$ cat src/rtl/seq_compare.sv
// Multi-cycle equality / signed-unsigned magnitude comparator.
// Resolves one CHUNK-bit slice per cycle from the MSB slice down, with early exit.
module seq_compare #(
  parameter int W     = 32,
  parameter int CHUNK = 8
) (
  input  logic         clock,
  input  logic         reset,
  input  logic         start,
  input  logic [W-1:0] in1,
  input  logic [W-1:0] in2,
  input  logic         is_signed,
  output logic         busy,
  output logic         result_ready,
  output logic         isNotEqual,
  output logic         isLessThan,
  output logic [1:0]   dbg_state
);

  localparam int NCHUNK = W / CHUNK;
  localparam int IW     = (NCHUNK > 1) ? $clog2(NCHUNK) : 1;

  typedef enum logic [1:0] {
    S_IDLE = 2'd0,
    S_RUN  = 2'd1,
    S_DONE = 2'd2
  } state_t;

  // Handshake: start is a request taken only while busy=0 (IDLE). It is not
  // queued. result_ready pulses for exactly one cycle and isNotEqual and
  // isLessThan are valid from that cycle until the next result_ready.
  state_t          state_q, state_d;
  logic [IW-1:0]   idx_q, idx_d;
  logic [W-1:0]    a_q, b_q;
  logic            signed_q;
  logic            ne_q, ne_d;
  logic            lt_q, lt_d;
  logic [CHUNK-1:0] chunk_a, chunk_b;
  logic            accept;

  assign accept = (state_q == S_IDLE) && start;

  // Slice select; the MSB slice gets its sign bit flipped in signed mode so an
  // unsigned slice compare yields the two's-complement ordering.
  always_comb begin
    chunk_a = '0;
    chunk_b = '0;
    for (int i = 0; i < NCHUNK; i++) begin
      if (idx_q == IW'(i)) begin
        chunk_a = a_q[i*CHUNK +: CHUNK];
        chunk_b = b_q[i*CHUNK +: CHUNK];
      end
    end
    if (signed_q && (idx_q == IW'(NCHUNK - 1))) begin
      chunk_a[CHUNK-1] = ~chunk_a[CHUNK-1];
      chunk_b[CHUNK-1] = ~chunk_b[CHUNK-1];
    end
  end

  always_comb begin
    state_d = state_q;
    idx_d   = idx_q;
    ne_d    = ne_q;
    lt_d    = lt_q;
    case (state_q)
      S_IDLE: begin
        if (start) begin
          state_d = S_RUN;
          idx_d   = IW'(NCHUNK - 1);
        end
      end
      S_RUN: begin
        if (chunk_a != chunk_b) begin
          ne_d    = 1'b1;
          lt_d    = (chunk_a < chunk_b);
          state_d = S_DONE;
        end else if (idx_q == '0) begin
          ne_d    = 1'b0;
          lt_d    = 1'b0;
          state_d = S_DONE;
        end else begin
          idx_d = idx_q - IW'(1);
        end
      end
      S_DONE:  state_d = S_IDLE;
      default: state_d = S_IDLE;
    endcase
  end

  always_ff @(posedge clock or posedge reset) begin
    if (reset) begin
      state_q  <= S_IDLE;
      idx_q    <= '0;
      ne_q     <= 1'b0;
      lt_q     <= 1'b0;
    end else begin
      state_q  <= state_d;
      idx_q    <= idx_d;
      ne_q     <= ne_d;
      lt_q     <= lt_d;
    end
  end

  always_ff @(posedge clock or posedge reset) begin
    if (reset) begin
      a_q      <= '0;
      b_q      <= '0;
      signed_q <= 1'b0;
    end else if (accept) begin
      a_q      <= in1;
      b_q      <= in2;
      signed_q <= is_signed;
    end
  end

  assign busy         = (state_q != S_IDLE);
  assign result_ready = (state_q == S_DONE);
  assign isNotEqual   = ne_q;
  assign isLessThan   = lt_q;
  assign dbg_state    = state_q;

endmodule

$ cat config.mk
export PLATFORM = sky130hd
export DESIGN_NAME = seq_compare
export DESIGN_NICKNAME = d
export VERILOG_FILES = /design/src/rtl/seq_compare.sv
export SDC_FILE = /design/constraint.sdc
export NUM_CORES = 1
export LEC_CHECK = 0
export BUFFER_PORTS_ARGS = -buffer_cell sky130_fd_sc_hd__buf_4
export CAP_MARGIN = 30
export CORE_MARGIN = 4
export CORE_UTILIZATION = 23
export CTS_CLUSTER_SIZE = 14
export DETAILED_ROUTE_END_ITERATION = 10
export GPL_TIMING_DRIVEN = 0
export PLACE_DENSITY_LB_ADDON = 0.12
export REMOVE_ABC_BUFFERS = 1
export SLEW_MARGIN = 40
export SYNTH_ARGS = -nofsm -noshare
export SYNTH_HDL_FRONTEND = slang
export SYNTH_SLANG_ARGS = --single-unit
$ cat constraint.sdc
create_clock -name clock -period 5 [get_ports clock]
set_clock_uncertainty 0.15 [all_clocks]
set_input_delay 0.5 -clock clock [delete_from_list [all_inputs] [get_ports clock]]
set_output_delay 0.5 -clock clock [all_outputs]
set_load 0.05 [all_outputs]
==> results by group <==
Status
  – Outcome: completed

Route
  – Post-DR vias/cell: 4.13
  – Via count: roughly 2300
  – Initial DRC Count: 97
  – Antenna Nets Post-Route: 0
  – # DRC: 0
  – Post-Route WL: about 8.8 mm
  – Routed WL per cell: 15.6 microns
  – Detailed Routing Iterations Pass 1: 4

Timing
  – Crit share post-route: 75.1%
  – Slew @ Worst Pin: 656 ps
  – Hold slack final: around 230 ps
  – Final TNS setup: 0 ps
  – Final setup fails: 0
  – Peak Freq: 0.266 GHz
  – Fin crit period: 3750 ps
  – Endpoints failing hold: 0
  – Max-slew violations: 0
  – Rel. slew slack: 56.3%
  – RSZ-0062 raised after global routing: no

Synth
  – Synth Warn #: 0
  – Mapped Area: around 3700 sq um
  – Synth area leader: dfrtp_1
  – Post-synthesis sequential area ratio: 48.4%
  – Unique masters post-synth: 35
  – Post-synth EDFFs: 0
  – Synth area leaders: dfrtp_1, mux2_4, mux2_2, ha_1, buf_12
  – Share of flip-flops with an asynchronous set or reset: 100%
  – Cells after Synth: 278
  – Yosys top cell area share: 48.4%
  – Top_reg_cell synth: dfrtp_1
  – FF+latch count, synth: 71
  – Mean Syn Cell Area: roughly 13 sq um

Clock tree
  – Hold-fix buffers, CTS: 1
  – Root Driver: clkbuf_16
  – # H-tree levels: 3
  – CTS tree: done
  – Post-CTS Setup Inserts: 0
  – CTS sink count: 71
  – TritonCTS Buffers: 9
  – Worst-path clk slew: 60 ps
  – Post_cts resized: 0
  – Worst skew pair latency: 340 ps
  – Clock buffer depth: 2

Floorplanning
  – Core Region: 15400 sq um
  – Row count: 45
  – Die X: between 100 and 150 microns
  – Ports: 74
  – DIE AREA: 18100 sq um
  – Effective utilization at floorplan: 23.8%
  – Die H: 134 microns

Power and ir drop
  – Largest vdd supply drop: 0.196 mV
  – Power, Total: 2.28 mW
  – PD cells: 481 nW/um^2
  – Leakage: 2.17 nW

Worst setup path
  – Worst-path maximum fanout: 11
  – Worst Path Arrival: between 3000 and 4000 ps
  – CP Launch Type: register
  – Crit path required time: 5090 ps
  – CP endpoint kind: register
  – CP Class: register to register

Run
  – Max-Cap Viols: 0

Global routing
  – First-pass GRT wire length: 14.0 mm
  – Vias in the first global route: 2460
  – Gr usage total: just over 10%
  – Overflow after GRT: 0
  – Number of antenna violations at the first check in global routing: 0
  – Pin count of the biggest net entering global routing: 41

Placement
  – PortBufs: between 70 and 80
  – Post-DP HPWL: a little over 6 mm
  – Final Wtd Congestion: around 0.67
  – Placed inst area: 4410 sq um

Final layout
  – Sequential cell area: 1780 sq um
  – Most frequent cells in the layout: buf_4, dfrtp_1, mux2_4
  – ANT cells: 0
  – Area of the multi-input gates: ~1700 sq um
  – Share of cells above drive strength 1: 46.6%
  – Final instance area: 4730 sq um
  – Fillers: 1625
  – Area Overhead vs Synth: 28.9%
  – Most common cell after layout, fill and taps aside: buf_4
  – Nets: 429
  – Final core utilization: 30.7%

Worst hold path
  – Hold Path Class: input port to register
-- layout make-up --
cell class / count / share of cell area, %
clock buffers: 9 / 4.76
clock inverters: 7 / 1.85
inverters: 4 / 0.423
multi-input cells: 186 / 36.6
flip-flops and latches: 71 / 37.5
well taps: 211 / 5.58
repair buffers: 77 / 13.2
-- report_power, final --
part	internal [mW]	switching (mW)	total, mW
logic	0.405	0.300	0.704
clock network	0.433	0.252	0.685
registers	0.777	0.111	0.887
-- registers in the layout, summed over array words and instances (netlist names) --
signal      cells
a_q            32
b_q            32
dbg_state       2
idx_q           2
isLessThan      1
isNotEqual      1
signed_q        1
-- cell usage after synthesis (all sizes together), types with 4 or more instances --
cell    count
dfrtp      71
buf        10
and3b       7
nor2b       9
nand2      20
mux2i       7
nor2        8
inv         4
ha         12
mux2       65
o21ai      13
clkbuf      7
a221oi      6
o31ai       6
a21oi      13
-- critical path, cell delays in order (launching register included) --
cell	delay [ps]
dfrtp_1	430
inv_1	130
ha_1	550
nor2b_2	600
a22oi_1	120
o21ai_0	180
o21ai_0	140
ha_1	360
nand4_1	210
nor3_2	460
nor3b_1	90
a311oi_1	240
-- final timing paths --
check	from	endpoint	slack, ps	cells past startpoint
max in group asynchronous	reset	a_q[15]$_DFFE_PP0P_	3650	4
max reg2reg	idx_q[0]$_DFFE_PP0P_	idx_q[1]$_DFFE_PP0P_	1250	11
min reg2reg	isNotEqual$_DFFE_PP0P_	isNotEqual$_DFFE_PP0P_	330	2
min in group asynchronous	reset	b_q[9]$_DFFE_PP0P_	540	3
min	in2[14]	b_q[14]$_DFFE_PP0P_	230	2
max	idx_q[0]$_DFFE_PP0P_	idx_q[1]$_DFFE_PP0P_	1250	11
-- kinds of logic after synthesis --
family / count (synthesis) / share of synthesized area (%)
buffers and inverters: 21 / 4.67
flip-flops: 71 / 48.4
AND/OR/NAND/NOR: 54 / 8.55
XOR/XNOR: 2 / 0.477
adder cells (fa/ha/maj): 12 / 4.09
multiplexers: 72 / 25.8
AO/OA/AOI/OAI: 46 / 8.01
-- per-layer routing --
metal | vias to the layer above | GRT usage, % | routed length, microns
li1 | 1154 | - | -
met1 | 1124 | 13.9 | 4310
met2 | 48 | 15.2 | 3950
met3 | 8 | 3.79 | 437
met4 | 0 | 3.22 | 117
met5 | - | 0 | 0
-- metrics by stage --
step	cells	worst slack, ps
after global placement	545	746
after detailed placement	548	1190
after CTS	565	1160
after floorplan	261	1990
final	565	1250
after global routing	565	900
No activity file was read; power rests on OpenSTA's default activity.
